==> config.mk <==
export PLATFORM = sky130hd
export DESIGN_NAME = pe_row_feeder
export DESIGN_NICKNAME = d
export VERILOG_FILES = /design/src/rtl/pe_row_feeder_pkg.sv /design/src/rtl/pe_shift_window.sv /design/src/rtl/pe_row_feeder.sv
export SDC_FILE = /design/constraint.sdc
export NUM_CORES = 1
export LEC_CHECK = 0
export CAP_MARGIN = 20
export CORE_ASPECT_RATIO = 0.5
export CORE_MARGIN = 2
export CORE_UTILIZATION = 45
export DETAILED_ROUTE_END_ITERATION = 16
export PLACE_DENSITY = 0.75
export SYNTH_ARGS = -nofsm -noshare
export SYNTH_HDL_FRONTEND = slang
export SYNTH_HIERARCHICAL = 1
export SYNTH_SLANG_ARGS = --single-unit
export TNS_END_PERCENT = 10
==> constraint.sdc <==
create_clock -name clk -period 2.06 [get_ports clk]
set_input_delay 0.412 -clock clk [delete_from_list [all_inputs] [get_ports clk]]
set_output_delay 0.412 -clock clk [all_outputs]
set_load 0.01 [all_outputs]
==> src/rtl/pe_row_feeder_pkg.sv <==
// Shared constants and state encoding for the PE row feeder.
// The sub-module takes its widths as parameters and does not import this package.
package pe_row_feeder_pkg;

  localparam int unsigned LANES = 32;
  localparam int unsigned DW    = 7;
  localparam int unsigned LW    = 10;

  localparam logic [2:0] StIdle   = 3'd0;
  localparam logic [2:0] StLoadW  = 3'd1;
  localparam logic [2:0] StPulseW = 3'd2;
  localparam logic [2:0] StFill   = 3'd3;
  localparam logic [2:0] StSlide  = 3'd4;
  localparam logic [2:0] StDone   = 3'd5;

endpackage

==> src/rtl/pe_shift_window.sv <==
// Lane-parallel shift register: on enable every lane takes its upper neighbour and
// the serial input enters the top lane, so lane 0 always holds the oldest entry.
module pe_shift_window #(
  parameter int unsigned Lanes = 32,
  parameter int unsigned Dw    = 7
) (
  input  logic                  clk_i,
  input  logic                  rst_ni,
  input  logic                  en_i,
  input  logic [Dw-1:0]         din_i,
  output logic [Lanes*Dw-1:0]   data_o
);

  logic [Lanes*Dw-1:0] data_q, data_d;

  always_comb begin
    data_d = data_q;
    if (en_i) data_d = {din_i, data_q[Lanes*Dw-1:Dw]};
  end

  always_ff @(posedge clk_i or negedge rst_ni) begin
    if (!rst_ni) data_q <= '0;
    else         data_q <= data_d;
  end

  assign data_o = data_q;

endmodule

==> src/rtl/pe_row_feeder.sv <==
// Producer for the 32-lane PE row: loads a serial weight set, then streams samples
// through a sliding window, flagging each full window with win_val.
module pe_row_feeder
  import pe_row_feeder_pkg::*;
(
  input  logic                clk,
  input  logic                rst_n,
  input  logic                start,
  input  logic [LW-1:0]       seq_len,
  input  logic [DW-1:0]       w_in,
  input  logic                w_in_valid,
  output logic                w_in_ready,
  input  logic [DW-1:0]       x_in,
  input  logic                x_in_valid,
  output logic                x_in_ready,
  output logic [LANES*DW-1:0] weights,
  output logic                new_weight_val,
  output logic [LANES*DW-1:0] slide_data,
  output logic                win_val,
  output logic                busy,
  output logic                done,
  output logic                start_err
);

  logic [2:0]    state_q, state_d;
  logic [LW-1:0] len_q, len_d;
  logic [LW-1:0] cnt_q, cnt_d;
  logic [LW-1:0] cnt_inc;
  logic          win_val_q, win_val_d;
  logic          start_err_q, start_err_d;
  logic          w_acc, x_acc;

  // Ready depends on state only so that no valid->ready combinational path exists.
  assign w_in_ready = (state_q == StLoadW);
  assign x_in_ready = (state_q == StFill) || (state_q == StSlide);
  assign w_acc      = w_in_ready && w_in_valid;
  assign x_acc      = x_in_ready && x_in_valid;
  assign cnt_inc    = cnt_q + LW'(1);

  always_comb begin
    state_d     = state_q;
    len_d       = len_q;
    cnt_d       = cnt_q;
    win_val_d   = 1'b0;
    start_err_d = 1'b0;
    case (state_q)
      StIdle: begin
        if (start) begin
          if (seq_len >= LW'(LANES)) begin
            len_d   = seq_len;
            cnt_d   = '0;
            state_d = StLoadW;
          end else begin
            start_err_d = 1'b1;
          end
        end
      end
      StLoadW: begin
        if (w_acc) begin
          cnt_d = cnt_inc;
          if (cnt_inc == LW'(LANES)) begin
            cnt_d   = '0;
            state_d = StPulseW;
          end
        end
      end
      StPulseW: state_d = StFill;
      StFill: begin
        if (x_acc) begin
          cnt_d = cnt_inc;
          if (cnt_inc == LW'(LANES)) begin
            win_val_d = 1'b1;
            state_d   = (cnt_inc == len_q) ? StDone : StSlide;
          end
        end
      end
      StSlide: begin
        if (x_acc) begin
          cnt_d     = cnt_inc;
          win_val_d = 1'b1;
          if (cnt_inc == len_q) state_d = StDone;
        end
      end
      StDone:  state_d = StIdle;
      default: state_d = StIdle;
    endcase
  end

  always_ff @(posedge clk or negedge rst_n) begin
    if (!rst_n) begin
      state_q     <= StIdle;
      len_q       <= '0;
      cnt_q       <= '0;
      win_val_q   <= 1'b0;
      start_err_q <= 1'b0;
    end else begin
      state_q     <= state_d;
      len_q       <= len_d;
      cnt_q       <= cnt_d;
      win_val_q   <= win_val_d;
      start_err_q <= start_err_d;
    end
  end

  pe_shift_window #(
    .Lanes (LANES),
    .Dw    (DW)
  ) u_weights (
    .clk_i  (clk),
    .rst_ni (rst_n),
    .en_i   (w_acc),
    .din_i  (w_in),
    .data_o (weights)
  );

  pe_shift_window #(
    .Lanes (LANES),
    .Dw    (DW)
  ) u_window (
    .clk_i  (clk),
    .rst_ni (rst_n),
    .en_i   (x_acc),
    .din_i  (x_in),
    .data_o (slide_data)
  );

  assign new_weight_val = (state_q == StPulseW);
  assign win_val        = win_val_q;
  assign busy           = (state_q != StIdle);
  assign done           = (state_q == StDone);
  assign start_err      = start_err_q;

endmodule

==> metrics.log <==
[metrics] top flip-flop cell by instance count after synthesis: dfrtp_1
[metrics] Psw: 8.65 mW
[metrics] type of element launching the critical path: flop
[metrics] clock tree buffer depth: 3
[metrics] layout net count: 1724
[metrics] FF-to-FF path depth: 9
[metrics] initial antenna violation count: 0
[metrics] commonest cells in the synthesized netlist: dfrtp_1 (473), mux2_4 (320), mux2_2 (137)
[metrics] detailed placement HPWL: 34800 um
[metrics] maximum number of pins on one net before global-route repair: 74
[metrics] Clock power frac: 28.4%
[metrics] Post-synth EDFFs: 0
[metrics] final critical-path share of the clock period: 99.8%
[metrics] GRT Util Overall: 20.5%
[metrics] Max Clock Freq: 486 MHz
[metrics] Max VDD drop: 0.956 mV
[metrics] Pre-antenna DRT Iters: 7
[metrics] Worst Clk Skew: 19.7 ps
[metrics] Iteration-0 DRC Markers: 527
[metrics] via count of the first global-routing pass: 12400
[metrics] clock sink count: 473
[metrics] Synth Cell Area: 19600 um2
[metrics] global-route wire length before repair: 73500 um
[metrics] least setup slack across all paths after layout: 3.74 ps
[metrics] endpoint kind of the worst setup timing path: output pin
[metrics] power density over cell area: 1130 nW/um2
[metrics] Slew headroom: 65.8%
[metrics] Switching Fraction: 28.1%
[metrics] initial core utilization: 46.1%
[metrics] Worst Path Required: 1650 ps
[metrics] most common cell in the netlist: dfrtp_1
[metrics] clock network latency to the later pin of the worst-skew pair: 560 ps
[metrics] number of standard-cell rows in the floorplan: 53
[metrics] clock tree from TritonCTS: built
[metrics] worst hold slack: 373 ps
[metrics] filler cell count: 2960
[metrics] area share of the largest cell type after synthesis: 60.4%
[metrics] core footprint: 42500 um2
[metrics] Seq pwr share: 40.4%
[metrics] status: finished, final reports clean
[metrics] Routed WL per cell: 20.9 um
[metrics] ratio of routed vias to standard cells: 5.02
[metrics] share of flip-flops with an asynchronous set or reset after synthesis: 100%
[metrics] Area contributors post-synth: dfrtp_1 (60%), mux2_4 (25%), mux2_2 (7.9%)
[metrics] total number of yosys warnings: 6
[metrics] actual slew at the worst max-slew pin: 513 ps
[metrics] Leak Pwr: 12.7 nW
[metrics] proportion of power drawn by combinational gates: 31.2%
[metrics] Critical-path top delay cell: dfrtp_1
[metrics] critical path peak fanout: 6
[metrics] data arrival time of the critical path: 1640 ps
[metrics] CTS Buf Count: 43
[metrics] post-synth net total: 1159
[metrics] Synth area leader: dfrtp_1
[metrics] final count of negative-setup-slack endpoints: 0
[metrics] cells after synthesis: 1129
[metrics] drt total wl: 48300 um
[metrics] overflow left after global routing: 0
[metrics] master cell of the clock root buffer: clkbuf_16
[metrics] vias post-DR: 11600
[metrics] max-capacitance violation count: 0
[metrics] area occupied by registers: 11800 um2
[metrics] antenna-violating nets left: 0
[metrics] die area: 45400 um2
[metrics] gp weighted congestion: 0.886
[metrics] total I/O pin count: 484
[metrics] Die Y-Extent: 152 um
[metrics] Setup Crit Path Kind: reg2out
[metrics] total count of hold-check failures in the final report: 0
[metrics] setup slack at placement: -403 ps
[metrics] H-tree depth: 2
[metrics] part of the Yosys area used for sequential elements: 60.4%
[metrics] count of unique library cells instantiated by Yosys: 50
[metrics] DRC violations left: 0
[metrics] unrepaired setup endpoints after global routing: true
[metrics] Internal Pwr Total: 22.2 mW
[metrics] layout-stage area growth over the synthesis result: 39.5%
[metrics] flops & latches, synth: 473
[metrics] number of inserted diodes: 0
[metrics] ordered cell list for the critical path: buf_4, inv_2, nand2_1, nor2_1, clkbuf_2
[metrics] min-delay worst type: in2async
[metrics] die width: 299 um
[metrics] share of layout cells above drive strength 1: 38.0%
[metrics] final period demand of the worst path: 2060 ps
[metrics] PortBufs: 483
[metrics] crit-path max cell delay: 430 ps
[metrics] Slew Viols, Final: 0
[metrics] Clock transition at path regs: 80 ps
[metrics] average size of a mapped cell: 17.4 um2
[metrics] area occupied by multi-input gates: 7250 um2
[worst paths after layout]
| check | startpoint | end | slack [ps] |
|---|---|---|---|
| setup / recovery | state_q[0]$_DFFE_PN0P_ | new_weight_val | 4 |
| hold / removal | rst_n | u_weights/data_o[85]$_DFFE_PN0P_ | 370 |
| setup reg to reg | state_q[2]$_DFFE_PN0P_ | cnt_q[9]$_DFFE_PN0P_ | 4 |
| hold reg to reg | u_weights/data_o[5]$_DFFE_PN0P_ | u_weights/data_o[5]$_DFFE_PN0P_ | 510 |
| max in group asynchronous | rst_n | u_window/data_o[82]$_DFFE_PN0P_ | 780 |
| min in group clk | x_in[1] | u_window/data_o[218]$_DFFE_PN0P_ | 450 |
[worst max-delay path, delay by kind of cell (launching register included)]
kind                   cells  cell delay [ps]
flip-flops                 1              430
buffers and inverters      3              430
AND/OR/NAND/NOR            2              220
[metal layers]
metal  GRT usage [%]  up-vias  wire (um)
li1                -     5147          -
met1            23.9     6043      18500
met2            38.2      275      26300
met3            3.51      112       1700
met4            8.03        0       1780
met5               0        -          0
[sequential cells by signal (all words and copies together), names as in the netlist]
name	count
u_weights/data_o	224
u_window/data_o	224
cnt_q	10
len_q	10
state_q	3
start_err	1
win_val	1
[power by group through the flow]
stage                     Clock, mW  Combinational (mW)  Sequential, mW
after floorplan                   0                4.39            12.9
after global placement            0                9.31            12.5
after detailed placement          0                9.49            12.6
after CTS                      8.97                9.57            12.5
after global routing           9.39                10.0            12.7
final                          8.75                9.61            12.5
[placed cells by master (no fill, tap or decap), types with 5 or more instances in the layout]
cell             synthesis  final
o21ai_1                 11     11
clkbuf_16                0     43
buf_12                   0     29
clkdlybuf4s50_1          0    474
mux2_2                 137    137
xnor2_1                  8      8
buf_4                    0     67
nor2_1                  11     10
clkbuf_1                 6      7
xor2_1                   8      8
nand3_1                  6      5
mux2_4                 320    320
bufinv_16                0      6
nand2_1                 19     17
dfrtp_2                  0      5
clkbuf_8                 0     13
dfrtp_1                473    468
a21oi_1                  7      5
clkinv_2                 0      5
[per-stage QoR]
stage                     utilization [%]  setup TNS [ps]  instances  power [mW]  cell area, um2
after floorplan                         -           -5440       1129        17.3           19600
after global placement               60.4          -19700       2216        21.8           25700
after detailed placement             60.4          -33270       2216        22.1           25700
after CTS                            64.1            -772       2300        31.0           27300
after global routing                 64.4            -364       2305        32.1           27400
final                                64.4               0       2305        30.8           27400
[what timing repair did]
action / in CTS / in global routing
pin swaps: 0 / 8
endpoints found under the hold margin: 28 / 0
setup buffers: 4 / 5
gates resized for setup: 11 / 27
cloned: 0 / 0
hold buffers: 1 / 0
endpoints found under the setup margin: 14 / 23
[cell type report]
class,count,area share (%)
inverter,6,0.0823
tap,577,2.64
multi-input combinational,587,26.5
timing repair buffer,583,21.8
sequential,473,43.3
clock buffer,63,4.68
clock inverter,16,1.02
[kinds of logic after synthesis]
kind of cell	synth area share [%]
simple gates	1.85
fa+ha+maj	0.0638
xor+xnor	0.715
buf+inv	2.98
mux	32.4
compound gates	1.60
flops	60.4
No activity file was read; power rests on OpenSTA's default activity.
